### src/rtl/mac_pkg.sv
// Shared types and widths for the MAC operand feeder slice.
package mac_pkg;

    localparam int unsigned DATA_W = 8;
    localparam int unsigned ACC_W  = 32;

    typedef enum logic [1:0] {
        StIdle,
        StIssue,
        StWait,
        StResult
    } feeder_state_e;

    typedef struct packed {
        logic              last;
        logic [DATA_W-1:0] a;
        logic [DATA_W-1:0] b;
    } fifo_entry_t;

endpackage

### src/rtl/mac_operand_feeder_if.sv
// Operand stream, MAC issue/done and result handshake bundle.
// slave is the feeder's view; master is the surrounding environment's view.
interface mac_operand_feeder_if
    import mac_pkg::*;
#(
    parameter int unsigned LEN_W = 8
);

    logic              in_valid;
    logic              in_ready;
    logic [DATA_W-1:0] in_a;
    logic [DATA_W-1:0] in_b;
    logic              in_last;

    logic              mac_valid;
    logic [DATA_W-1:0] mac_a;
    logic [DATA_W-1:0] mac_b;
    logic              mac_done;
    logic              mac_overflow;
    logic [ACC_W-1:0]  mac_y;

    logic              res_valid;
    logic              res_ready;
    logic [ACC_W-1:0]  res_y;
    logic              res_ovf;
    logic [LEN_W-1:0]  res_len;

    logic              busy;

    modport slave (
        input  in_valid, in_a, in_b, in_last,
        output in_ready,
        output mac_valid, mac_a, mac_b,
        input  mac_done, mac_overflow, mac_y,
        output res_valid, res_y, res_ovf, res_len,
        input  res_ready,
        output busy
    );

    modport master (
        output in_valid, in_a, in_b, in_last,
        input  in_ready,
        input  mac_valid, mac_a, mac_b,
        output mac_done, mac_overflow, mac_y,
        input  res_valid, res_y, res_ovf, res_len,
        output res_ready,
        input  busy
    );

endinterface

### src/rtl/mac_operand_fifo.sv
// Synchronous operand FIFO; pointers carry a wrap bit to tell full from empty.
module mac_operand_fifo
    import mac_pkg::*;
#(
    parameter int unsigned DEPTH = 4
) (
    input  logic        clk,
    input  logic        reset,
    input  logic        i_push,
    input  fifo_entry_t i_wdata,
    input  logic        i_pop,
    output fifo_entry_t o_rdata,
    output logic        o_empty,
    output logic        o_full
);

    localparam int unsigned AW = $clog2(DEPTH);
    localparam logic [AW:0] PtrOne = 1;

    fifo_entry_t r_mem [DEPTH];
    logic [AW:0] r_wr_ptr;
    logic [AW:0] r_rd_ptr;
    logic        w_do_push;
    logic        w_do_pop;

    assign o_empty   = (r_wr_ptr == r_rd_ptr);
    assign o_full    = (r_wr_ptr[AW] != r_rd_ptr[AW]) &&
                       (r_wr_ptr[AW-1:0] == r_rd_ptr[AW-1:0]);
    assign w_do_push = i_push && !o_full;
    assign w_do_pop  = i_pop && !o_empty;
    assign o_rdata   = r_mem[r_rd_ptr[AW-1:0]];

    always_ff @(posedge clk or posedge reset) begin
        if (reset) begin
            r_wr_ptr <= '0;
            r_rd_ptr <= '0;
        end else begin
            if (w_do_push) r_wr_ptr <= r_wr_ptr + PtrOne;
            if (w_do_pop)  r_rd_ptr <= r_rd_ptr + PtrOne;
        end
    end

    always_ff @(posedge clk) begin
        if (w_do_push) r_mem[r_wr_ptr[AW-1:0]] <= i_wdata;
    end

endmodule

### src/rtl/mac_operand_feeder.sv
// Feeds buffered operand pairs to the MAC one at a time and reports per-vector
// dot products as the accumulator delta between vector start and end.
module mac_operand_feeder
    import mac_pkg::*;
#(
    parameter int unsigned DEPTH = 4,
    parameter int unsigned LEN_W = 8
) (
    input  logic                 clk,
    input  logic                 reset,
    mac_operand_feeder_if.slave  bus
);

    localparam logic [LEN_W-1:0] CntOne = 1;
    localparam logic [LEN_W-1:0] CntMax = '1;

    feeder_state_e     r_state;
    fifo_entry_t       w_head;
    fifo_entry_t       w_wdata;
    logic              w_empty;
    logic              w_full;
    logic              w_push;
    logic              w_pop;
    logic [DATA_W-1:0] r_op_a;
    logic [DATA_W-1:0] r_op_b;
    logic              r_op_last;
    logic              r_mac_valid;
    logic [ACC_W-1:0]  r_base;
    logic              r_ovf_sticky;
    logic [LEN_W-1:0]  r_count;
    logic              r_res_valid;
    logic [ACC_W-1:0]  r_res_y;
    logic              r_res_ovf;
    logic [LEN_W-1:0]  r_res_len;

    assign w_wdata = '{last: bus.in_last, a: bus.in_a, b: bus.in_b};
    assign w_push  = bus.in_valid && !w_full;

    // A pop always coincides with the transition into StIssue.
    always_comb begin
        w_pop = 1'b0;
        if (!w_empty) begin
            if (r_state == StIdle) begin
                w_pop = 1'b1;
            end else if (r_state == StWait && bus.mac_done && !r_op_last) begin
                w_pop = 1'b1;
            end
        end
    end

    mac_operand_fifo #(
        .DEPTH (DEPTH)
    ) u_fifo (
        .clk     (clk),
        .reset   (reset),
        .i_push  (w_push),
        .i_wdata (w_wdata),
        .i_pop   (w_pop),
        .o_rdata (w_head),
        .o_empty (w_empty),
        .o_full  (w_full)
    );

    always_ff @(posedge clk or posedge reset) begin
        if (reset) begin
            r_state      <= StIdle;
            r_op_a       <= '0;
            r_op_b       <= '0;
            r_op_last    <= 1'b0;
            r_mac_valid  <= 1'b0;
            r_base       <= '0;
            r_ovf_sticky <= 1'b0;
            r_count      <= '0;
            r_res_valid  <= 1'b0;
            r_res_y      <= '0;
            r_res_ovf    <= 1'b0;
            r_res_len    <= '0;
        end else begin
            r_mac_valid <= 1'b0;
            if (r_res_valid && bus.res_ready) r_res_valid <= 1'b0;
            if (w_pop) begin
                r_op_a      <= w_head.a;
                r_op_b      <= w_head.b;
                r_op_last   <= w_head.last;
                r_mac_valid <= 1'b1;
            end
            unique case (r_state)
                StIdle: begin
                    if (w_pop) r_state <= StIssue;
                end
                StIssue: begin
                    // The MAC is idle here, so mac_y is the settled vector start value.
                    if (r_count == '0) r_base <= bus.mac_y;
                    r_state <= StWait;
                end
                StWait: begin
                    if (bus.mac_done) begin
                        if (r_count != CntMax) r_count <= r_count + CntOne;
                        r_ovf_sticky <= r_ovf_sticky | bus.mac_overflow;
                        if (r_op_last)  r_state <= StResult;
                        else if (w_pop) r_state <= StIssue;
                        else            r_state <= StIdle;
                    end
                end
                StResult: begin
                    if (!r_res_valid) begin
                        r_res_y      <= bus.mac_y - r_base;
                        r_res_ovf    <= r_ovf_sticky;
                        r_res_len    <= r_count;
                        r_res_valid  <= 1'b1;
                        r_count      <= '0;
                        r_ovf_sticky <= 1'b0;
                        r_state      <= StIdle;
                    end
                end
                default: r_state <= StIdle;
            endcase
        end
    end

    assign bus.in_ready  = !w_full;
    assign bus.mac_valid = r_mac_valid;
    assign bus.mac_a     = r_op_a;
    assign bus.mac_b     = r_op_b;
    assign bus.res_valid = r_res_valid;
    assign bus.res_y     = r_res_y;
    assign bus.res_ovf   = r_res_ovf;
    assign bus.res_len   = r_res_len;
    assign bus.busy      = !w_empty || (r_state != StIdle);

endmodule

### src/flat_wrapper.sv
// flat-port wrapper written by rule: the top's interface ports become plain ports
module mac_operand_feeder_flat import mac_pkg::*;
#(
    parameter int unsigned DEPTH = 4,
    parameter int unsigned LEN_W = 8
)
  (clk, reset, bus_in_valid, bus_in_a, bus_in_b, bus_in_last, bus_in_ready, bus_mac_valid, bus_mac_a, bus_mac_b, bus_mac_done, bus_mac_overflow, bus_mac_y, bus_res_valid, bus_res_y, bus_res_ovf, bus_res_len, bus_res_ready, bus_busy);
  mac_operand_feeder_if #(.LEN_W(LEN_W)) bus_i ();
  input  logic clk;
  input  logic reset;
  input wire logic [$bits(bus_i.in_valid)-1:0] bus_in_valid;
  input wire logic [$bits(bus_i.in_a)-1:0] bus_in_a;
  input wire logic [$bits(bus_i.in_b)-1:0] bus_in_b;
  input wire logic [$bits(bus_i.in_last)-1:0] bus_in_last;
  output wire logic [$bits(bus_i.in_ready)-1:0] bus_in_ready;
  output wire logic [$bits(bus_i.mac_valid)-1:0] bus_mac_valid;
  output wire logic [$bits(bus_i.mac_a)-1:0] bus_mac_a;
  output wire logic [$bits(bus_i.mac_b)-1:0] bus_mac_b;
  input wire logic [$bits(bus_i.mac_done)-1:0] bus_mac_done;
  input wire logic [$bits(bus_i.mac_overflow)-1:0] bus_mac_overflow;
  input wire logic [$bits(bus_i.mac_y)-1:0] bus_mac_y;
  output wire logic [$bits(bus_i.res_valid)-1:0] bus_res_valid;
  output wire logic [$bits(bus_i.res_y)-1:0] bus_res_y;
  output wire logic [$bits(bus_i.res_ovf)-1:0] bus_res_ovf;
  output wire logic [$bits(bus_i.res_len)-1:0] bus_res_len;
  input wire logic [$bits(bus_i.res_ready)-1:0] bus_res_ready;
  output wire logic [$bits(bus_i.busy)-1:0] bus_busy;
  assign bus_i.in_valid = bus_in_valid;
  assign bus_i.in_a = bus_in_a;
  assign bus_i.in_b = bus_in_b;
  assign bus_i.in_last = bus_in_last;
  assign bus_in_ready = bus_i.in_ready;
  assign bus_mac_valid = bus_i.mac_valid;
  assign bus_mac_a = bus_i.mac_a;
  assign bus_mac_b = bus_i.mac_b;
  assign bus_i.mac_done = bus_mac_done;
  assign bus_i.mac_overflow = bus_mac_overflow;
  assign bus_i.mac_y = bus_mac_y;
  assign bus_res_valid = bus_i.res_valid;
  assign bus_res_y = bus_i.res_y;
  assign bus_res_ovf = bus_i.res_ovf;
  assign bus_res_len = bus_i.res_len;
  assign bus_i.res_ready = bus_res_ready;
  assign bus_busy = bus_i.busy;
  mac_operand_feeder #(.DEPTH(DEPTH), .LEN_W(LEN_W)) u_core (.clk(clk), .reset(reset), .bus(bus_i));
endmodule
### config.mk
export PLATFORM = sky130hd
export DESIGN_NAME = mac_operand_feeder_flat
export DESIGN_NICKNAME = d
export VERILOG_FILES = /design/src/rtl/mac_pkg.sv /design/src/rtl/mac_operand_feeder_if.sv /design/src/rtl/mac_operand_fifo.sv /design/src/rtl/mac_operand_feeder.sv /design/src/flat_wrapper.sv
export SDC_FILE = /design/constraint.sdc
export NUM_CORES = 1
export LEC_CHECK = 0
export BUFFER_PORTS_ARGS = -buffer_cell sky130_fd_sc_hd__buf_2
export CORE_AREA = 10 10 189 191
export CTS_CLUSTER_DIAMETER = 100
export DETAILED_ROUTE_END_ITERATION = 16
export DIE_AREA = 0 0 199 201
export GPL_TIMING_DRIVEN = 0
export PLACE_DENSITY = 0.46
export SLEW_MARGIN = 20
export SYNTH_ARGS = -nofsm -noshare
export SYNTH_HDL_FRONTEND = slang
export SYNTH_HIERARCHICAL = 1
export SYNTH_SLANG_ARGS = --single-unit
### constraint.sdc
create_clock -name clk -period 10.15 [get_ports clk]
set_clock_uncertainty 0.1 [all_clocks]
set_input_delay 2.5375 -clock clk [delete_from_list [all_inputs] [get_ports clk]]
set_output_delay 2.5375 -clock clk [all_outputs]
set_load 0.01 [all_outputs]
==> flow_summary.toml <==
[yosys]
ys_ff_latch = 177
netlist-cell-type-count = 70
yosysSeqAreaShare = 0.542
synth.area.top_cells = "dfrtp_1 (31%), edfxtp_1 (23%), mux2_2 (6.1%), ha_1 (5.4%), nand2_1 (3.7%)"
synth_top_family_by_area = "compound AO/OA/AOI/OAI gates"
avgSynthCellArea_um2 = 11.9
synth-edff-count = 68
synth_compound_area_frac = 0.120
yosys.area_share.simple = 0.0936
yosysMostFrequentCell = "dfrtp_1"
ys_warn_count = 6
yosys-top-cells-count = "dfrtp_1 (109), nand2_1 (87), edfxtp_1 (68)"
postSynthCellCount = 738
netlist_area_mm2 = 0.00880
synthAdderAreaFrac = 0.0563
synthArstFlopShare = 0.616
synth_top_cell_by_area = "dfrtp_1"
synth_mux_area_frac = 0.106
synth_ff_type = "dfrtp_1"
synth.net_count = 832
synth_xor_area_frac = 0.0453
yosysTopAreaCellShare = 0.310

[worst_hold_path]
hold_depth = 2
holdCritPathClass = "flop to flop"
hold_start = "u_core/bus.res_y[18]"
holdPathEnd = "u_core/bus.res_y[18]"

[power]
leakage_nw = 4.48
max-vdd-ir-drop_mv = 0.201
power.density_mw_per_mm2 = 330

[sta]
maxSlewViolCount = 0
layout_setup_ws_ns = 5.38
finalSetupViolCount = 0
max_freq_mhz = 210
holdWs_ns = 0.373
finalHoldViolations = 0
worst_slew_pin_slew_ns = 1.02
fin_crit_sh = 0.470
fin_crit_ns = 4.77
grt_setup_unrepaired = "false"
slew_headroom = 0.317
tns_ns = 0

[critical_path]
rr_startpoint = "u_core/u_fifo/r_wr_ptr[2]"
arrival_ns = 4.98
crit_type = "primary input to flop"
path_max_fanout = 3
r2r_setup_slack_ns = 7.24
cp.required_ns = 10.36
worstRegToRegCells = 5
startpoint_type = "primary input"
end_kind = "flop"
r2r_end = "u_core/bus.mac_b[1]"

[floorplanning]
io_pins = 116
initial_core_util = 0.275
die_h_um = 201
design.core.area_mm2 = 0.0320
die_w_um = 199
num_rows = 66
die-area_mm2 = 0.0400

[cts]
hold_buffers = 0
cts_setup_buffers = 0
cts_sinks = 177
ctsHtreeMaxLevel = 4
cts-buffers-inserted = 17
path_clk_slew_ns = 0.07
insertion_delay_ns = 0.45
cts_buffer_depth = 2
cts_tree = "done"
cts-resized-gates = 0
cts_root_buf = "clkbuf_16"

[place]
placed_cells = 1262
place_hpwl_mm = 16.3
gp_congestion = 0.812
pre_cts_ws_ns = 4.91
io_buffer_count = 115

[grt]
grt_max_degree = 73
grt_pass1_wl_mm = 35.7
antenna_found_initial = 4
grt_usage = 0.115
grt_pass1_vias = 6333
grt-ovfl-total = 0

[final_layout]
instances_no_fill = 1296
drive_above_1_share = 0.273
nFillCells = 3293
syn2layout_area_growth_pct = 19.7
layout.nets = 967

[detailed_routing]
antenna_left = 0
dr.pass1.iters = 4
routed_wl_mm = 22.2
wire_per_inst_um = 17.1
drc = 0
num_vias = 5998
via_per_inst = 4.63
initialDrtViolationCount = 325

[run]
cap_violations = 0

[status]
outcome = "finished, final reports clean"
through the flow:
| stage | total power [W] | cell area [um2] | util |
|---|---|---|---|
| 2_1_floorplan | 0.00235 | 8800 | - |
| 3_3_place_gp | 0.00285 | 9890 | 0.309 |
| 3_5_place_dp | 0.00287 | 9930 | 0.310 |
| 4_1_cts | 0.00355 | 10500 | 0.329 |
| 5_1_grt | 0.00378 | 10500 | 0.329 |
| 6_report | 0.00347 | 10500 | 0.329 |
layer usage:
metal	routed length (um)	share of wire	track usage	vias up
met3	1030	0.046	0.0345	15
met1	10200	0.46	0.145	2935
met2	10700	0.48	0.183	107
met5	11	0.00050	0	-
li1	-	-	-	2939
met4	253	0.011	0.0373	2
area by class of cell:
type / count / area (um2) / area share
diodes: 2 / 5.00 / 0.000475
multi-input cells: 485 / 3720 / 0.353
clock inverters: 14 / 171 / 0.0163
repair buffers: 116 / 603 / 0.0572
inverters: 47 / 181 / 0.0172
well taps: 408 / 510 / 0.0484
flip-flops and latches: 177 / 4770 / 0.453
plain buffers: 29 / 146 / 0.0139
clock buffers: 18 / 429 / 0.0407
logic make-up after synthesis:
| logic type | after synthesis |
|---|---|
| DFF | 177 |
| and+or+nand+nor | 181 |
| adders and majority gates | 39 |
| AOI/OAI and AO/OA | 157 |
| muxes | 65 |
| buffers and inverters | 76 |
| xor gates and xnor gates | 43 |
worst max path at each step:
| stage | startpoint | to | slack [ns] | depth (start not counted) |
|---|---|---|---|---|
| floorplan | reset | u_core/bus.mac_a[0] | 4.81 | 1 |
| global placement | reset | u_core/r_base[16] | 2.88 | 2 |
| detailed placement | bus_mac_y[0] | u_core/bus.res_y[26] | 4.91 | 12 |
| CTS | bus_mac_y[0] | u_core/bus.res_y[26] | 5.37 | 12 |
| global route | bus_mac_y[0] | u_core/bus.res_y[26] | 5.26 | 12 |
| finish | bus_mac_y[0] | u_core/bus.res_y[26] | 5.38 | 12 |
critical path, stage by stage:
cell	delay, ns
buf_2	0.11
inv_1	0.07
ha_1	0.19
fa_1	0.21
nand2b_1	0.15
a21o_2	0.17
a21oi_1	0.09
o31ai_1	0.73
o21bai_1	0.26
a21oi_1	0.21
xor2_1	0.15
o21ai_0	0.08
power by group:
group / total [W] / internal, W / switching (W)
combinational: 0.00166 / 0.000712 / 0.000948
clock: 0.000659 / 0.000332 / 0.000328
sequential: 0.00115 / 0.00102 / 0.000135
flip-flops by register name, summed over array words and instances (netlist names), 2 cells and up:
register	count
u_core/u_fifo/r_mem	68
u_core/bus.res_y	32
u_core/r_base	32
u_core/bus.mac_a	8
u_core/bus.mac_b	8
u_core/bus.res_len	8
u_core/r_count	8
u_core/u_fifo/r_rd_ptr	3
u_core/u_fifo/r_wr_ptr	3
u_core/r_state	2
cells in the final DEF (no fill, tap or decap), types with 3 or more instances in the layout:
cell type  Yosys  routed
edfxtp_1      68      68
inv_6          0       4
a211oi_1       7       7
mux4_2        14      14
xnor2_1       20      20
inv_1         47      46
clkinv_8       0       6
buf_2          6     121
mux2_2        48      48
nand4_1        8       8
nand2b_1       7       7
nor3_1         9       9
o21ai_0       47      47
ha_1          38      38
nand3_1       12      12
dfrtp_1      109     109
o31ai_1        7       7
buf_6          4       4
o21ai_1       14      14
xor2_1        20      20
clkbuf_1      17      18
a21o_1         9       9
a21oi_1       32      32
nand2_1       87      87
nor2_1        34      34
mux4_1         3       3
and3_1         6       6
and2_1         3       3
a31oi_1        6       6
clkbuf_16      0      17
No activity file was read; power rests on OpenSTA's default activity.
